**config.mk**
```make
export PLATFORM = sky130hd
export DESIGN_NAME = result_drain_flat
export DESIGN_NICKNAME = d
export VERILOG_FILES = /design/src/rtl/result_drain_if.sv /design/src/rtl/result_drain.sv /design/src/flat_wrapper.sv
export SDC_FILE = /design/constraint.sdc
export NUM_CORES = 1
export LEC_CHECK = 0
export BUFFER_PORTS_ARGS = -buffer_cell sky130_fd_sc_hd__buf_4
export CAP_MARGIN = 20
export CORE_MARGIN = 2
export CORE_UTILIZATION = 32
export DETAILED_ROUTE_END_ITERATION = 8
export SLEW_MARGIN = 20
export SYNTH_ARGS = -nofsm -noshare
export SYNTH_HDL_FRONTEND = slang
export SYNTH_SLANG_ARGS = --single-unit
```
**constraint.sdc**
```tcl
create_clock -name clk -period 4.5 [get_ports clk]
set_input_delay 0.675 -clock clk [delete_from_list [all_inputs] [get_ports clk]]
set_output_delay 0.675 -clock clk [all_outputs]
set_load 0.02 [all_outputs]
```
**src/rtl/result_drain_if.sv**
```systemverilog
// Handshake bundle for result_drain: upstream FIFO pop port and the block
// result ready/valid port.
interface result_drain_if #(
   parameter int DATA_W = 16,
   parameter int SUM_W  = 32
);
   logic              fifo_empty;
   logic              fifo_read;
   logic [DATA_W-1:0] fifo_dout;
   logic              fifo_valid;
   logic              flush;
   logic              out_valid;
   logic              out_ready;
   logic [SUM_W-1:0]  out_sum;
   logic [7:0]        out_cnt;
   logic [DATA_W-1:0] out_max;
   logic              busy;

   modport master (
      output fifo_empty, fifo_dout, fifo_valid, flush, out_ready,
      input  fifo_read, out_valid, out_sum, out_cnt, out_max, busy
   );

   modport slave (
      input  fifo_empty, fifo_dout, fifo_valid, flush, out_ready,
      output fifo_read, out_valid, out_sum, out_cnt, out_max, busy
   );
endinterface

```
**src/rtl/result_drain.sv**
```systemverilog
// Pops words from the upstream FIFO, accumulates them into blocks of BLOCK_LEN
// and presents sum/count(/max) on a ready/valid port. Max tracking is built
// only when RESULT_DRAIN_MAX_EN is defined; otherwise out_max is tied to 0.
module result_drain #(
   parameter int BLOCK_LEN = 8,
   parameter int DATA_W    = 16,
   parameter int SUM_W     = 32
) (
   input  logic           clk,
   input  logic           reset_n,
   result_drain_if.slave  bus
);
   localparam logic [7:0] LEN = 8'(BLOCK_LEN);

   typedef enum logic [1:0] {FETCH = 2'd0, WAIT = 2'd1, OUT = 2'd2} state_e;

   state_e           state_q;
   logic [SUM_W-1:0] acc_q;
   logic [7:0]       cnt_q;
   logic             flag_q;
   logic             read_q;

   logic             flush_pend;
   logic [7:0]       cnt_d;
   logic [SUM_W-1:0] acc_d;

   // A flush arriving in the same cycle counts as already pending.
   assign flush_pend = flag_q | bus.flush;
   assign cnt_d      = cnt_q + 8'd1;
   assign acc_d      = acc_q + SUM_W'(bus.fifo_dout);

   always_ff @(posedge clk or negedge reset_n) begin
      if (!reset_n) begin
         state_q <= FETCH;
         acc_q   <= '0;
         cnt_q   <= '0;
         flag_q  <= 1'b0;
         read_q  <= 1'b0;
      end else begin
         read_q <= 1'b0;
         case (state_q)
            FETCH: begin
               if (!bus.fifo_empty) begin
                  read_q  <= 1'b1;
                  flag_q  <= flush_pend;
                  state_q <= WAIT;
               end else if (flush_pend && cnt_q != 8'd0) begin
                  flag_q  <= 1'b1;
                  state_q <= OUT;
               end else begin
                  flag_q  <= 1'b0;
               end
            end
            WAIT: begin
               flag_q <= flush_pend;
               if (bus.fifo_valid) begin
                  acc_q   <= acc_d;
                  cnt_q   <= cnt_d;
                  state_q <= (cnt_d == LEN || flush_pend) ? OUT : FETCH;
               end
            end
            OUT: begin
               // Flushes are ignored here; the flag is cleared with the block.
               if (bus.out_ready) begin
                  acc_q   <= '0;
                  cnt_q   <= '0;
                  flag_q  <= 1'b0;
                  state_q <= FETCH;
               end
            end
            default: state_q <= FETCH;
         endcase
      end
   end

`ifdef RESULT_DRAIN_MAX_EN
   logic [DATA_W-1:0] max_q;
   logic              take;
   logic              drain;

   assign take  = (state_q == WAIT) && bus.fifo_valid;
   assign drain = (state_q == OUT) && bus.out_ready;

   always_ff @(posedge clk or negedge reset_n) begin
      if (!reset_n)
         max_q <= '0;
      else if (drain)
         max_q <= '0;
      else if (take && bus.fifo_dout > max_q)
         max_q <= bus.fifo_dout;
   end

   assign bus.out_max = max_q;
`else
   assign bus.out_max = '0;
`endif

   assign bus.fifo_read = read_q;
   assign bus.out_valid = (state_q == OUT);
   assign bus.out_sum   = acc_q;
   assign bus.out_cnt   = cnt_q;
   assign bus.busy      = (cnt_q != 8'd0) || (state_q == OUT);
endmodule

```
**src/flat_wrapper.sv**
```systemverilog
// flat-port wrapper written by rule: the top's interface ports become plain ports
module result_drain_flat 
#(
   parameter int BLOCK_LEN = 8,
   parameter int DATA_W    = 16,
   parameter int SUM_W     = 32
)
  (clk, reset_n, bus_fifo_empty, bus_fifo_dout, bus_fifo_valid, bus_flush, bus_out_ready, bus_fifo_read, bus_out_valid, bus_out_sum, bus_out_cnt, bus_out_max, bus_busy);
  result_drain_if #(.DATA_W(DATA_W), .SUM_W(SUM_W)) bus_i ();
  input  logic clk;
  input  logic reset_n;
  input wire logic [$bits(bus_i.fifo_empty)-1:0] bus_fifo_empty;
  input wire logic [$bits(bus_i.fifo_dout)-1:0] bus_fifo_dout;
  input wire logic [$bits(bus_i.fifo_valid)-1:0] bus_fifo_valid;
  input wire logic [$bits(bus_i.flush)-1:0] bus_flush;
  input wire logic [$bits(bus_i.out_ready)-1:0] bus_out_ready;
  output wire logic [$bits(bus_i.fifo_read)-1:0] bus_fifo_read;
  output wire logic [$bits(bus_i.out_valid)-1:0] bus_out_valid;
  output wire logic [$bits(bus_i.out_sum)-1:0] bus_out_sum;
  output wire logic [$bits(bus_i.out_cnt)-1:0] bus_out_cnt;
  output wire logic [$bits(bus_i.out_max)-1:0] bus_out_max;
  output wire logic [$bits(bus_i.busy)-1:0] bus_busy;
  assign bus_i.fifo_empty = bus_fifo_empty;
  assign bus_i.fifo_dout = bus_fifo_dout;
  assign bus_i.fifo_valid = bus_fifo_valid;
  assign bus_i.flush = bus_flush;
  assign bus_i.out_ready = bus_out_ready;
  assign bus_fifo_read = bus_i.fifo_read;
  assign bus_out_valid = bus_i.out_valid;
  assign bus_out_sum = bus_i.out_sum;
  assign bus_out_cnt = bus_i.out_cnt;
  assign bus_out_max = bus_i.out_max;
  assign bus_busy = bus_i.busy;
  result_drain #(.BLOCK_LEN(BLOCK_LEN), .DATA_W(DATA_W), .SUM_W(SUM_W)) u_core (.clk(clk), .reset_n(reset_n), .bus(bus_i));
endmodule
```
* Yosys cells after proc, flatten, opt, wreduce, memory -nomap -nowiden
Cells that the tools add are included.
** Storage, ports and cells
- Bits in registers :: 44
- Bits of input ports :: 22
- Output and inout bits :: 59
- Logic and storage cells :: 42
** Operators by class
- Add/subtract/negate cells :: 2
- Equality and inequality tests :: 6
- Mux-type cells :: 18
- Bitwise operators :: 1
- Reductions and logical operators :: 10
** Operators by type and width (number)
- $mux W32 :: 2
- $pmux W32 S2 :: 1
- $add A32 B16 Y32 :: 1
- $mux W8 :: 2
- $pmux W8 S2 :: 1
- $mux W2 :: 5
- $add A8 B1 Y8 const B :: 1
- $eq A8 B4 Y1 const B :: 1
- $reduce_bool A8 Y1 :: 1
- $pmux W2 S3 :: 1
- $reduce_and A3 Y1 :: 2
- $mux W1 :: 5
- $ne A2 B2 Y1 const B :: 2
- $ne A3 B2 Y1 const B :: 1
- $pmux W1 S3 :: 1
- $reduce_bool A3 Y1 :: 1
- $eq A2 B1 Y1 const B :: 1
- $eq A2 B2 Y1 const B :: 1
- $logic_not A2 Y1 :: 1
- $logic_or A1 B1 Y1 :: 2
- $reduce_and A2 Y1 :: 1
- $reduce_bool A2 Y1 :: 1
- $logic_and A1 B1 Y1 :: 1
- $or A1 B1 Y1 :: 1

* Longest topological paths before layout
- Depth in word-level cells :: 6
- Mapped depth :: 10
- Mapped depth without buffers :: 10

* Worst setup path after synthesis
Ideal clock, no wire load.
- Path type :: input -> register
- From :: in bus_fifo_dout[0]
- To :: reg u_core.acc_q[18], in the netlist u_core.bus.out_sum[18]
- Library setup time :: 0.132 ns
- Data arrival time :: 2.439 ns
- Required time :: 4.368 ns
- Setup slack :: 1.930 ns
- Stages :: 10
- Buffers on the path :: 0
- Cell sequence :: ha_1 -> inv_1 -> fa_1 -> nand2b_1 -> a21oi_1 -> o31ai_1 -> a21boi_1 -> o2111ai_1 -> xor2_1 -> nor2_1
** Between the ends
- Word-level cells in the longest chain between the ends :: 3
** RTL lines
- from (decl) :: RTL line flat_wrapper.sv:13 : input wire logic [$bits(bus_i.fifo_dout)-1:0] bus_fifo_dout;
- $add A32 B16 Y32 :: RTL line result_drain.sv:30 : assign acc_d = acc_q + SUM_W'(bus.fifo_dout);
- $mux W32 :: RTL line result_drain.sv:56 : if (bus.fifo_valid) begin
- $pmux W32 S2 :: RTL line result_drain.sv:41 : case (state_q)
- to (signal assigned) :: RTL line result_drain.sv:35 : acc_q <= '0;
- to (signal assigned) :: RTL line result_drain.sv:57 : acc_q <= acc_d;
- to (signal assigned) :: RTL line result_drain.sv:65 : acc_q <= '0;
- to (decl) :: RTL line result_drain.sv:18 : logic [SUM_W-1:0] acc_q;
No other way between the ends. The select of a mux whose other input is x is not followed.
A chain may end at the register's enable or synchronous reset.

* Worst setup path in the final report
- From :: in bus_fifo_dout[8]
- To :: reg u_core.acc_q[19], in the netlist u_core.bus.out_sum[19]
Same word-level chain as after synthesis.

==> metrics.cfg <==
[die]
pin_count=81
start_util_pct=33.0
die_y_um=102
dieArea_um2=10400
rows=35
die_x_um=102
core_area_um2=9280

[global_routing]
antenna_found_initial=0
grt_first_pass_wirelength_um=12500
grt_max_degree=45
grt_overflow=0
grt_use_total_pct=15.0
grt_pass1_vias=2596

[critical_path]
worstSetupStartpointType=primary input
crit_type=primary input to flip-flop
reg2reg_slack_ps=1710
r2r-end=u_core.bus.out_sum[19]$_DFFE_PN0P_
r2r_cells=7
worstPathRequired_ps=4690
worstReg2RegStart=u_core.bus.out_sum[8]$_DFFE_PN0P_
crit_arrival_ps=3030
crit_path_end_kind=flip-flop
crit_fanout=12

[synth]
async_flop_share_pct=100
synth-warning-count=0
ys_dominant_reg_cell=dfrtp_1
yosysSeqAreaShare_pct=35.9
synthCells=357
synth-edff-count=0
synth_area_um2=3070
synth_cell_types=49
ys_seq_elements=44
avgSynthCellArea_um2=8.59

[finish]
layout_commonest_cell=buf_4
nNetsFinal=463
final_cells=547
post-route-util_pct=40.1
design_area_um2=3720
layout_common_cells=66 x buf_4, 46 x nand2_1, 44 x dfrtp_1
drive_above_1_share_pct=19.1
n_fill_cell=976
antenna_cells=0
area_growth_pct=21.5

[sta]
finalCritPeriodShare_pct=63.0
hold_slack_ps=349
slew_viol_final=0
timing.fmax_ghz=0.353
setup_viol=0
worst_slack_ps=1660
worst_slew_pin_slew_ps=973
finalHoldViolations=0
skew_ps=8.97
fin_crit_ps=2840
rsz0062_at_grt=false
tns_ps=0
relSlewSlack_pct=34.8

[clock_tree]
h-tree-depth=2
cts-resized-gates=0
clock_path_buffers=2
numClockSinks=44
clk_pin_slew_worst_paths_ps=100
postCtsHoldBufs=0
cts_made_buffers=5
clk_latency_ps=300
cts_setup_buffers=0
cts_tree=done
cts-root-buf=clkbuf_8

[flow_run]
maxCapViolCount=0

[place]
dpl.cell_count=538
globalplace.congestion=0.851
postPlaceCellArea_um2=3610
dp_slack_ps=1350
dp_hpwl_um=5550
numPortBuffers=64

[route]
vias=2701
viasPerCell=4.94
ant_nets=0
drtIter0Drc=81
drt_pass1_iterations=4
drc=0
wl_per_cell_um=13.6
drt-total-wl_um=7440

[pwr]
finalPower_mw=2.07
power_leakage_nw=1.79
p_per_area_nw_per_um2=557
peakVddDrop_v=0.000302

[min_path]
hold_class=primary input to async pin

[run_status]
status=finished clean

[flip-flops by register name, summed over array words and instances, names as in the netlist]
signal and count:
u_core.bus.out_sum 32, u_core.flag_q 1, u_core.state_q 2, u_core.bus.out_cnt 8
u_core.bus.fifo_read 1
[cells by family after synthesis]
logic type / after synthesis / share of synthesized area, %
simple gates: 126 / 19.2
compound gates: 93 / 19.5
flops: 44 / 35.9
buf+inv: 41 / 7.02
fa+ha+maj: 24 / 10.0
xor+xnor: 24 / 6.85
mux: 4 / 1.31
other cells: 1 / 0.122
[per-layer routing]
| metal | part of all wire, % | global-route usage (%) | vias to the layer above |
|---|---|---|---|
| met4 | 0.97 | 3.49 | 0 |
| li1 | - | - | 1352 |
| met2 | 48 | 25.3 | 62 |
| met3 | 4.3 | 2.60 | 7 |
| met5 | 0 | 0 | - |
| met1 | 47 | 20.0 | 1280 |
[power breakdown]
part	total (mW)	internal (mW)	switching [mW]
combinational	1.17	0.464	0.704
sequential	0.590	0.490	0.100
clock	0.317	0.165	0.152
[critical path: stages]
cell and delay [ps]:
buf_4 110, ha_1 370, a2111o_1 400, o221ai_1 210, nand2_1 150, a31oi_1 770
o311ai_0 220, o41ai_1 110
[area by class of cell]
cell class	instances	area, um^2	area share [%]
multi-input cells	287	1810	48.5
flip-flops and latches	44	1100	29.6
repair buffers	66	495	13.3
well taps	129	161	4.33
clock buffers	5	68.8	1.85
inverters	13	48.8	1.31
clock inverters	3	42.5	1.14
[synthesized netlist by cell type (4+ instances only)]
library cell	instances	share of area (%)
a21o_1	6	1.5
o2111ai_1	5	1.4
xnor2_1	8	2.3
xor2_1	16	4.6
nand2_1	46	5.6
a31oi_1	4	0.82
o21ai_0	31	5.1
a21oi_1	19	3.1
mux2i_1	4	1.3
nor2_1	30	3.7
inv_1	13	1.6
dfrtp_1	44	36
buf_4	16	3.9
nand3_1	15	2.4
o31ai_1	5	1.2
ha_1	23	9.4
nand2b_1	8	1.6
nor3_1	4	0.65
clkbuf_1	10	1.2
[worst max path at each step]
stage                                        startpoint                            endpoint  slack, ps  cells past startpoint
after global placement                 bus_fifo_dout[8]  u_core.bus.out_sum[21]$_DFFE_PN0P_       1400                      8
after global routing                   bus_fifo_dout[8]  u_core.bus.out_sum[19]$_DFFE_PN0P_       1390                      8
final                                  bus_fifo_dout[8]  u_core.bus.out_sum[19]$_DFFE_PN0P_       1660                      8
after CTS                 u_core.state_q[0]$_DFFE_PN0P_  u_core.bus.out_sum[21]$_DFFE_PN0P_       1620                      9
after floorplan                        bus_fifo_dout[0]  u_core.bus.out_sum[18]$_DFFE_PN0P_       1930                     10
after detailed placement               bus_fifo_dout[8]  u_core.bus.out_sum[19]$_DFFE_PN0P_       1350                      8
(Power assumes the default switching activity.)
